$ cat src/rtl/tile_pkg.sv
// Shared constants for the background tile layer: tile geometry, map size,
// the colour-key convention of the tile ROMs, and the fetcher state codes.
package tile_pkg;

  localparam int TILE_W = 20;
  localparam int TILE_H = 20;
  localparam int COLS   = 32;
  localparam int ROWS   = 24;

  // Visible line width and frame height in pixels (640 x 480).
  localparam int LINE_W = TILE_W * COLS;
  localparam int LINE_H = TILE_H * ROWS;

  typedef logic [23:0] color_t;

  localparam color_t KEY_COLOR = 24'h800080;
  localparam color_t BG_COLOR  = 24'h5C94FC;

  // Fetcher state codes, kept as plain constants so older tools and
  // netlist viewers see a stable 3-bit encoding.
  typedef logic [2:0] state_t;

  localparam state_t ST_IDLE  = 3'd0;
  localparam state_t ST_MAP   = 3'd1;
  localparam state_t ST_WAIT  = 3'd2;
  localparam state_t ST_PIX   = 3'd3;
  localparam state_t ST_FLUSH = 3'd4;
  localparam state_t ST_DONE  = 3'd5;

  // Tile 0 is the empty tile and the key colour marks see-through pixels;
  // both show the sky behind the layer.
  function automatic color_t pixel_color(input logic [3:0] id, input color_t rom);
    if (id == 4'd0 || rom == KEY_COLOR) begin
      return BG_COLOR;
    end
    return rom;
  endfunction

endpackage

$ cat src/rtl/tile_line_fetcher_if.sv
// Bundle of all non-clock signals around the tile line fetcher: the request
// side from frame timing, the tile map / tile ROM read side, and the line
// buffer write side. The fetcher is the master of the bundle; the slave
// modport is the view of the surrounding frame timing, map RAM, ROM mux
// and line buffer.
interface tile_line_fetcher_if;
  import tile_pkg::*;

  logic        line_start;
  logic [8:0]  fetch_y;
  logic        busy;
  logic        done;
  logic        reject;
  logic        overrun;

  logic [9:0]  map_addr;
  logic [3:0]  map_data;
  logic [3:0]  tile_id;
  logic [8:0]  rom_addr;
  color_t      rom_color;

  logic        wr_en;
  logic [9:0]  wr_addr;
  color_t      wr_data;
  logic        wr_bank;

  modport master (
    input  line_start, fetch_y, map_data, rom_color,
    output busy, done, reject, overrun,
    output map_addr, tile_id, rom_addr,
    output wr_en, wr_addr, wr_data, wr_bank
  );

  modport slave (
    output line_start, fetch_y, map_data, rom_color,
    input  busy, done, reject, overrun,
    input  map_addr, tile_id, rom_addr,
    input  wr_en, wr_addr, wr_data, wr_bank
  );

endinterface

$ cat src/rtl/tile_line_fetcher.sv
// Background scanline fetcher. For each accepted request it walks the 32
// tile columns of one tile row: look up the tile id in the map, then read
// the 20 pixels of that tile's current row from the tile ROM mux and write
// them, keyed against the sky colour, into the bank of the ping-pong line
// buffer that the pixel path is not reading. The bank flips once the whole
// line has been written.
module tile_line_fetcher
  import tile_pkg::*;
(
  input  logic Clk,
  input  logic Reset,
  tile_line_fetcher_if.master bus
);

  state_t      state;
  logic [4:0]  tile_row;
  logic [4:0]  y_in_tile;
  logic [4:0]  col;
  logic [4:0]  x_in_tile;
  logic [3:0]  tile_id;

  logic        wr_en;
  logic [9:0]  wr_addr;
  color_t      wr_data;
  logic        wr_bank;
  logic        reject;
  logic        overrun;

  logic        req_ok;
  logic        last_x;
  logic        last_col;
  logic [9:0]  pix_x;
  logic [8:0]  rom_addr;
  logic [9:0]  map_addr;

  assign req_ok   = bus.fetch_y < 9'(LINE_H);
  assign last_x   = x_in_tile == 5'(TILE_W - 1);
  assign last_col = col == 5'(COLS - 1);

  // Screen x of the pixel currently being read from the ROM.
  assign pix_x = 10'(col) * 10'(TILE_W) + 10'(x_in_tile);

  // The map RAM has a registered read, so the address only needs to be
  // valid in MAP; elsewhere it is parked at 0.
  assign map_addr = (state == ST_MAP)
                  ? 10'(tile_row) * 10'(COLS) + 10'(col)
                  : 10'd0;

  // The ROM mux is combinational, so the address is live only while
  // pixels are being read.
  assign rom_addr = (state == ST_PIX)
                  ? 9'(y_in_tile) * 9'(TILE_W) + 9'(x_in_tile)
                  : 9'd0;

  // Sequencer: accept a line, then MAP/WAIT/PIXx20 per column, then
  // FLUSH for the last write and DONE to hand the bank over.
  always_ff @(posedge Clk) begin
    if (Reset) begin
      state     <= ST_IDLE;
      tile_row  <= 5'd0;
      y_in_tile <= 5'd0;
      col       <= 5'd0;
      x_in_tile <= 5'd0;
      tile_id   <= 4'd0;
      wr_bank   <= 1'b0;
    end else begin
      case (state)
        ST_IDLE: begin
          if (bus.line_start && req_ok) begin
            tile_row  <= 5'(bus.fetch_y / 9'(TILE_H));
            y_in_tile <= 5'(bus.fetch_y % 9'(TILE_H));
            col       <= 5'd0;
            x_in_tile <= 5'd0;
            state     <= ST_MAP;
          end
        end
        ST_MAP: begin
          state <= ST_WAIT;
        end
        ST_WAIT: begin
          tile_id   <= bus.map_data;
          x_in_tile <= 5'd0;
          state     <= ST_PIX;
        end
        ST_PIX: begin
          if (last_x) begin
            x_in_tile <= 5'd0;
            if (last_col) begin
              state <= ST_FLUSH;
            end else begin
              col   <= col + 5'd1;
              state <= ST_MAP;
            end
          end else begin
            x_in_tile <= x_in_tile + 5'd1;
          end
        end
        ST_FLUSH: begin
          state <= ST_DONE;
        end
        ST_DONE: begin
          wr_bank <= ~wr_bank;
          state   <= ST_IDLE;
        end
        default: begin
          state <= ST_IDLE;
        end
      endcase
    end
  end

  // Registered line buffer write: the ROM colour read during a PIX cycle
  // is keyed and written one cycle later, so the last pixel lands in FLUSH.
  always_ff @(posedge Clk) begin
    if (Reset) begin
      wr_en   <= 1'b0;
      wr_addr <= 10'd0;
      wr_data <= '0;
    end else begin
      wr_en <= (state == ST_PIX);
      if (state == ST_PIX) begin
        wr_addr <= pix_x;
        wr_data <= pixel_color(tile_id, bus.rom_color);
      end
    end
  end

  // One-cycle status pulses for requests that cannot be served: a line
  // outside the frame, or a request while a fetch is still running.
  always_ff @(posedge Clk) begin
    if (Reset) begin
      reject  <= 1'b0;
      overrun <= 1'b0;
    end else begin
      reject  <= (state == ST_IDLE) && bus.line_start && !req_ok;
      overrun <= (state != ST_IDLE) && bus.line_start;
    end
  end

  assign bus.busy     = (state != ST_IDLE);
  assign bus.done     = (state == ST_DONE);
  assign bus.reject   = reject;
  assign bus.overrun  = overrun;
  assign bus.map_addr = map_addr;
  assign bus.tile_id  = tile_id;
  assign bus.rom_addr = rom_addr;
  assign bus.wr_en    = wr_en;
  assign bus.wr_addr  = wr_addr;
  assign bus.wr_data  = wr_data;
  assign bus.wr_bank  = wr_bank;

endmodule

$ cat src/flat_wrapper.sv
// flat-port wrapper written by rule: the top's interface ports become plain ports
module tile_line_fetcher_flat import tile_pkg::*;
  (Clk, Reset, bus_line_start, bus_fetch_y, bus_map_data, bus_rom_color, bus_busy, bus_done, bus_reject, bus_overrun, bus_map_addr, bus_tile_id, bus_rom_addr, bus_wr_en, bus_wr_addr, bus_wr_data, bus_wr_bank);
  tile_line_fetcher_if bus_i ();
  input  logic Clk;
  input  logic Reset;
  input wire logic [$bits(bus_i.line_start)-1:0] bus_line_start;
  input wire logic [$bits(bus_i.fetch_y)-1:0] bus_fetch_y;
  input wire logic [$bits(bus_i.map_data)-1:0] bus_map_data;
  input wire logic [$bits(bus_i.rom_color)-1:0] bus_rom_color;
  output wire logic [$bits(bus_i.busy)-1:0] bus_busy;
  output wire logic [$bits(bus_i.done)-1:0] bus_done;
  output wire logic [$bits(bus_i.reject)-1:0] bus_reject;
  output wire logic [$bits(bus_i.overrun)-1:0] bus_overrun;
  output wire logic [$bits(bus_i.map_addr)-1:0] bus_map_addr;
  output wire logic [$bits(bus_i.tile_id)-1:0] bus_tile_id;
  output wire logic [$bits(bus_i.rom_addr)-1:0] bus_rom_addr;
  output wire logic [$bits(bus_i.wr_en)-1:0] bus_wr_en;
  output wire logic [$bits(bus_i.wr_addr)-1:0] bus_wr_addr;
  output wire logic [$bits(bus_i.wr_data)-1:0] bus_wr_data;
  output wire logic [$bits(bus_i.wr_bank)-1:0] bus_wr_bank;
  assign bus_i.line_start = bus_line_start;
  assign bus_i.fetch_y = bus_fetch_y;
  assign bus_i.map_data = bus_map_data;
  assign bus_i.rom_color = bus_rom_color;
  assign bus_busy = bus_i.busy;
  assign bus_done = bus_i.done;
  assign bus_reject = bus_i.reject;
  assign bus_overrun = bus_i.overrun;
  assign bus_map_addr = bus_i.map_addr;
  assign bus_tile_id = bus_i.tile_id;
  assign bus_rom_addr = bus_i.rom_addr;
  assign bus_wr_en = bus_i.wr_en;
  assign bus_wr_addr = bus_i.wr_addr;
  assign bus_wr_data = bus_i.wr_data;
  assign bus_wr_bank = bus_i.wr_bank;
  tile_line_fetcher u_core (.Clk(Clk), .Reset(Reset), .bus(bus_i));
endmodule
$ cat config.mk
export PLATFORM = sky130hd
export DESIGN_NAME = tile_line_fetcher_flat
export DESIGN_NICKNAME = d
export VERILOG_FILES = /design/src/rtl/tile_pkg.sv /design/src/rtl/tile_line_fetcher_if.sv /design/src/rtl/tile_line_fetcher.sv /design/src/flat_wrapper.sv
export SDC_FILE = /design/constraint.sdc
export NUM_CORES = 1
export LEC_CHECK = 0
export ABC_AREA = 0
export BUFFER_PORTS_ARGS = -buffer_cell sky130_fd_sc_hd__buf_2
export CAP_MARGIN = 20
export CORE_ASPECT_RATIO = 1.1
export CORE_MARGIN = 5
export CORE_UTILIZATION = 59
export CTS_BUF_LIST = sky130_fd_sc_hd__clkbuf_4 sky130_fd_sc_hd__clkbuf_8
export DETAILED_ROUTE_END_ITERATION = 10
export GPL_ROUTABILITY_DRIVEN = 1
export HOLD_SLACK_MARGIN = 0.02
export PLACE_DENSITY = 0.88
export SLEW_MARGIN = 15
export SYNTH_ARGS = -nofsm -noshare
export SYNTH_HDL_FRONTEND = slang
export SYNTH_SLANG_ARGS = --single-unit
$ cat constraint.sdc
create_clock -name Clk -period 5.3 [get_ports Clk]
set_input_delay 1.06 -clock Clk [delete_from_list [all_inputs] [get_ports Clk]]
set_output_delay 1.06 -clock Clk [all_outputs]
set_load 0.03 [all_outputs]
==> results_dict.tcl, run 1 <==
set metrics [dict create \
    area_delta_synth_final_pct 16.47 \
    clk_pin_slew_worst_paths_ns 0.07 \
    postLayoutCellArea_um2 4628 \
    wl_um 10270 \
    postSynthCellCount 500 \
    drt-wirelength-per-cell_um 15.47 \
    grt_pass1_wl_um 16460 \
    synth.avg_cell_area_um2 7.948 \
    multi_input_area_um2 2450 \
    first_pass_iters 5 \
    dpl_cell_area_um2 4432 \
    numCtsBuffers 9 \
    r2r_cells 7 \
    finalCriticalPeriod_ns 3.710 \
    synth-main-ff-cell "dfxtp_1" \
    max-slew-margin-rel_pct 48.32 \
    synthArstFlopShare_pct 0 \
    crit_path_start_kind "register" \
    outcome "completed" \
    timing.fmax_mhz 269.6 \
    cp-end-kind "output pin" \
    nets 642 \
    whs_path_depth 2 \
    critPathRequiredTime_ns 4.24 \
    drt_iter0_markers 221 \
    worstSetupPathType "register to output pin" \
    die_h_um 96.08 \
    rsz0062_at_grt "false" \
    setup_viol 0 \
    p_leak_uw 0.002019 \
    n_fill_cell 521 \
    grt-ovfl-total 0 \
    antenna_found_initial 0 \
    p_total_uw 1142 \
    seq_area_um2 1301 \
    ys_warn_count 0 \
    ys_types 62 \
    port_buffers 102 \
    clock_latency_ns 0.35 \
    synth_top_area_share_pct 32.75 \
    cts_hold_buf 0 \
    coreArea_um2 6555 \
    diodes 0 \
    ios 103 \
    gp_congestion 0.9023 \
    via_per_inst 5.931 \
    grt_usage_pct 24.18 \
    ir_drop_mv 0.1378 \
    fin_crit_sh_pct 69.99 \
    clk_path_buf_depth 2 \
    arrival_ns 2.65 \
    p_per_area_nw_per_um2 246.7 \
    path_max_fanout 4 \
    vias 3938 \
    cts.sinks 65 \
    slowest_delay_ns 0.42 \
    critical_path.cell_chain "ha_1 -> ha_1 -> fa_1 -> xor2_1 -> nand3_1 -> xnor2_1 -> xnor2_1 -> and2_1 -> buf_2" \
    synth_top_cell_by_area "dfxtp_1" \
    fin_util_pct 70.61 \
    cts-resized-gates 0 \
    synth_edf_count 0 \
    hold_path.class "register to register" \
    tns_ns 0 \
    drc 0 \
    fp-row-count 31 \
    cp_top_family "adder cells" \
    die_w_um 88.25 \
    first_global_vias 3693 \
    cts_tree "yes" \
    post-cts-setup-buffer-count 0 \
    seq_area_frac_synth_pct 32.75 \
    max_cap_violations 0 \
    maxSlewViolCount 0 \
    htreeDepth 3 \
    hpwl_um 7510 \
    syn-num-nets 565 \
    cp_num_buf_inv 1 \
    clock_skew_ns 0.01269 \
    netlist_area_um2 3974 \
    tightest_slew_ns 0.7735 \
    hold_violations 0 \
    final_antenna_net_count 0 \
    ys_ff_latch 65 \
    crit_cells 9 \
    dieArea_um2 8479 \
    cpMaxStageDelayCell "dfxtp_1" \
    root_buffer "clkbuf_8" \
    drive_gt1_share_pct 21.99 \
    grt_start_max_net_pins 66 \
    synth_area_leaders "dfxtp_1 (33%), ha_1 (6.6%), nor3_1 (5.4%), a21oi_1 (5.0%), nor2_1 (4.4%)" \
    initial_utilization_pct 60.62 \
]
==> layout by cell type (no fill, tap or decap), types with 6 or more instances in the layout <==
master,Yosys,final
buf_2,13,101
dfxtp_1,65,65
nor2_1,47,47
nor3_1,43,43
a21oi_1,40,40
nand2_1,40,40
ha_1,21,21
nand3_1,18,18
xnor2_1,17,17
and2_1,14,14
o21ai_0,14,14
inv_1,12,12
clkbuf_8,0,11
a211oi_1,10,10
nor3b_1,9,9
nor2b_1,8,8
nand2b_1,8,8
nor4_1,7,7
a21o_1,6,6
mux2i_1,6,6
==> cells by family after synthesis <==
| kind of cell | after synthesis | synth area share [%] |
|---|---|---|
| simple gates | 217 | 27.83 |
| compound gates | 110 | 18.11 |
| flops | 65 | 32.75 |
| buf+inv | 53 | 5.793 |
| fa+ha+maj | 26 | 8.879 |
| xor+xnor | 22 | 4.849 |
| mux | 7 | 1.795 |
==> worst min-delay path, stage by stage (launching register included) <==
cell and delay (ns):
dfxtp_1 0.31, nand2_1 0.05, a21oi_1 0.05
==> state kept, by name, indices dropped and copies added, names as in the netlist <==
register and count:
u_core.bus.overrun 1, u_core.bus.reject 1, u_core.bus.tile_id 4, u_core.bus.wr_addr 10, u_core.bus.wr_bank 1, u_core.bus.wr_data 24, u_core.bus.wr_en 1, u_core.col 5
u_core.state 3, u_core.tile_row 5, u_core.x_in_tile 5, u_core.y_in_tile 5
==> power breakdown <==
part / total (µW) / internal (µW) / switching, µW
clock network: 398 / 197 / 200
registers: 523 / 507 / 16.5
logic: 221 / 78.6 / 142
==> Yosys cell counts, types with 2 or more instances <==
cell and number:
dfxtp_1 65, nor2_1 47, nor3_1 43, a21oi_1 40
nand2_1 40, clkbuf_1 22, ha_1 21, nand3_1 18
xnor2_1 17, and2_1 14, o21ai_0 14, buf_2 13
inv_1 12, a211oi_1 10, nor3b_1 9, nand2b_1 8
nor2b_1 8, nor4_1 7, a21o_1 6, mux2i_1 6
a31oi_1 5, xor2_1 5, and3_1 4, fa_1 4
nand3b_1 4, o211ai_1 4, or3_1 4, a32o_1 3
nand4_1 3, o22ai_1 3, o31ai_1 3, a2111oi_0 2
a311oi_1 2, buf_4 2, inv_2 2, nor4b_1 2
o21ai_1 2, o41ai_1 2
==> area by class of cell <==
class,count,area share [%]
Timing Repair Buffer,105,11.52
Clock inverter,5,0.8110
Clock buffer,11,3.271
Inverter,14,1.135
Multi-Input combinational cell,382,52.93
Sequential cell,65,28.12
Tap cell,82,2.217
==> path summary, 6_finish.rpt <==
kind                                                        from                         endpoint  slack, ns
worst max-delay path            u_core.y_in_tile[1]$_SDFFE_PP0P_                  bus_rom_addr[8]       1.59
worst min-delay path             u_core.tile_row[4]$_SDFFE_PP0P_  u_core.tile_row[4]$_SDFFE_PP0P_       0.45
worst max register to register      u_core.state[0]$_SDFFE_PP0P_       u_core.col[3]$_SDFFE_PP0P_       2.92
worst min register to register   u_core.tile_row[4]$_SDFFE_PP0P_  u_core.tile_row[4]$_SDFFE_PP0P_       0.45
==> layer usage <==
metal  part of all wire, %  vias up  global-route usage, %
li1                      -     1949                      -
met5                     0        -                      0
met2                    51      126                  43.70
met4                   3.2        0                  9.824
met1                    40     1833                  28.16
met3                   5.9       30                  3.853
==> per-stage QoR <==
step	hold slack, ns	std cells	setup slack (ns)
floorplan	0.4273	500	1.995
global placement	0.4361	647	2.078
detailed placement	0.4398	647	1.982
CTS	0.4491	663	1.574
global route	0.4597	664	1.489
finish	0.4503	664	1.591
No activity file was read; power rests on OpenSTA's default activity.
==> inputs of run 2 (changes only) <==
Settings changed: ABC_AREA 0 to 1, CORE_UTILIZATION 59 to 49, PLACE_DENSITY 0.88 to 0.79.
Clock period 5.3 ns to 3.1 ns, I/O delays scaled along.
==> results_dict.tcl, run 2 <==
set metrics [dict create \
    drc 0 \
    p_per_area_nw_per_um2 602.7 \
    synth_edf_count 0 \
    htreeDepth 3 \
    initial_utilization_pct 49.77 \
    drive_gt1_share_pct 25.52 \
    wl_um 9466 \
    top_register "u_core.bus.wr_data" \
    fin_util_pct 61.47 \
    drt_iter0_markers 147 \
    largest_reg_flops 24 \
    synth_area_leaders "dfxtp_1 (35%), nand2_1 (8.2%), inv_1 (8.1%), nor2_1 (7.2%), ha_1 (7.1%)" \
    sw_frac_of_total_pct 40.03 \
    postSynthCellCount 520 \
    max_cap_violations 0 \
    root_buffer "clkbuf_8" \
    place_inst 694 \
    synth_top_area_share_pct 35.37 \
    nets 683 \
    arrival_ns 2.39 \
    via_per_inst 5.228 \
    p_sw_uw 1096 \
    netlist_area_um2 3679 \
    ios 103 \
    synth.avg_cell_area_um2 7.074 \
    p_total_uw 2738 \
    grt_usage_pct 20.62 \
    whs_ns 0.4645 \
    gp_congestion 0.8292 \
    synth-main-ff-cell "dfxtp_1" \
    p_leak_uw 0.002363 \
    crit_path_start_kind "register" \
    seqPwrFrac_pct 37.3 \
    numCtsBuffers 9 \
    clk_pin_slew_worst_paths_ns 0.07 \
    grt-ovfl-total 0 \
    cts_tree "yes" \
    cp_top_family "adder cells" \
    worstSetupPathType "register to output pin" \
    clockPowerShare_pct 27.2 \
    timing.fmax_mhz 332.7 \
    cp-end-kind "output pin" \
    path_max_fanout 4 \
    crit_top_cell "ha_4" \
    p_int_uw 1642 \
    vias 3712 \
    outcome "completed" \
    ir_drop_mv 0.2348 \
    antenna_found_initial 0 \
    hpwl_um 7119 \
    finalCriticalPeriod_ns 3.006 \
    maxSlewViolCount 0 \
    final_antenna_net_count 0 \
    first_pass_iters 6 \
    coreArea_um2 7391 \
    hold_path.class "register to register" \
    clock_latency_ns 0.34 \
    dieArea_um2 9342 \
    die_h_um 100.9 \
    fin_crit_sh_pct 96.96 \
    critPathRequiredTime_ns 2.48 \
    fp-row-count 33 \
    grt_pass1_wl_um 15570 \
    area_delta_synth_final_pct 23.50 \
    stdcell_count 710 \
    drt-wirelength-per-cell_um 13.33 \
    multi_input_area_um2 2071 \
    hold_violations 0 \
    mostFrequentLayoutCells "buf_2 (100), nand2_1 (80), inv_1 (77)" \
    slowest_delay_ns 0.55 \
    synth_top_cell_by_area "dfxtp_1" \
    synth_common_cells "nand2_1 (80), inv_1 (79), nor2_1 (71)" \
    diodes 0 \
    synthArstFlopShare_pct 0 \
    p_comb_share_pct 35.5 \
    clk_path_buf_depth 2 \
    syn-num-nets 585 \
    setup_viol 0 \
    grt_start_max_net_pins 59 \
    yosysMostFrequentCell "nand2_1" \
    n_fill_cell 680 \
    die_w_um 92.61 \
    ys_types 38 \
    cp_num_buf_inv 2 \
    final_common_cell "buf_2" \
    cts.sinks 65 \
    first_global_vias 3634 \
    top_regs "u_core.bus.wr_data x24, u_core.bus.wr_addr x10" \
    critical_path.cell_chain "ha_4 -> ha_4 -> fa_1 -> inv_2 -> o31ai_1 -> nor3b_2 -> buf_4" \
    port_buffers 102 \
    ys_warn_count 0 \
    max-slew-margin-rel_pct 55.25 \
    tightest_slew_ns 0.6705 \
    ys_ff_latch 65 \
    clock_skew_ns 0.008766 \
    seq_area_frac_synth_pct 35.37 \
    cpMaxStageDelayCell "fa_1" \
    seq_area_um2 1308 \
]
[run 2: changes by cell type after synthesis, sizes merged, moves of 12 or more]
cell	change
and2	-14
buf	-15
inv	+68
nand2	+56
nand3	+12
nor2	+24
nor3	-35
o21ai	+25
xnor2	-13
[run 2: final timing paths]
kind	slack (ns)	start	depth (start not counted)	end
worst min-delay path	0.46	u_core.tile_row[3]$_SDFFE_PP0P_	2	u_core.tile_row[3]$_SDFFE_PP0P_
worst min register to register	0.46	u_core.tile_row[3]$_SDFFE_PP0P_	2	u_core.tile_row[3]$_SDFFE_PP0P_
worst max-delay path	0.09	u_core.y_in_tile[1]$_SDFFE_PP0P_	7	bus_rom_addr[7]
worst max register to register	0.64	u_core.state[2]$_SDFFE_PP0P_	10	u_core.col[3]$_SDFFE_PP0P_
[run 2: through the flow]
stage                     TNS [ns]  setup slack (ns)  instance area, µm²
after global routing      -0.02646          -0.02646                4543
after global placement           0            0.3561                4259
after floorplan                  0            0.1514                3679
after CTS                        0           0.01613                4477
final                            0           0.09425                4543
after detailed placement         0            0.3146                4259
[run 2: power by group through the flow]
stage	clock network (µW)	logic (µW)	registers, µW
2_1_floorplan	0	579	1140
4_1_cts	750	943	1020
3_5_place_dp	0	935	1030
5_1_grt	802	1090	1030
3_3_place_gp	0	907	1030
6_report	745	973	1020
[run 2: kinds of logic (layout without fill, tap and decap cells)]
| family | count (synthesis) | count (layout) | synth area share [%] |
|---|---|---|---|
| compound gates | 103 | 103 | 16.12 |
| xor+xnor | 10 | 10 | 2.381 |
| fa+ha+maj | 25 | 25 | 9.320 |
| buf+inv | 101 | 204 | 10.41 |
| flops | 65 | 65 | 35.37 |
| mux | 1 | 1 | 0.3741 |
| simple gates | 215 | 215 | 26.02 |
[run 2: repair_timing]
action,CTS,global route
gates cloned,0,0
setup buffers,0,0
setup endpoints to repair,2,3
hold buffers,0,0
pin swaps,0,4
resized for setup,5,16
[run 2: routing by layer]
metal  up-vias  part of all wire, %  global-route usage [%]
li1       1887                    -                       -
met5         -                    0                       0
met1      1694                   42                   23.14
met2       106                   50                   35.32
met4         0                  2.6                   10.48
met3        25                  5.7                   6.348
[run 2: layout make-up]
class	count	area share, %
Inverter	83	6.913
Tap cell	87	2.396
Clock buffer	10	3.029
Timing Repair Buffer	105	11.84
Multi-Input combinational cell	354	45.58
Clock inverter	6	1.460
Sequential cell	65	28.78
[run 2: worst min-delay path: cells and delay by family (launching register included)]
family | cells | cell delay (ns)
flops | 1 | 0.30
compound gates | 1 | 0.06
buf+inv | 1 | 0.06
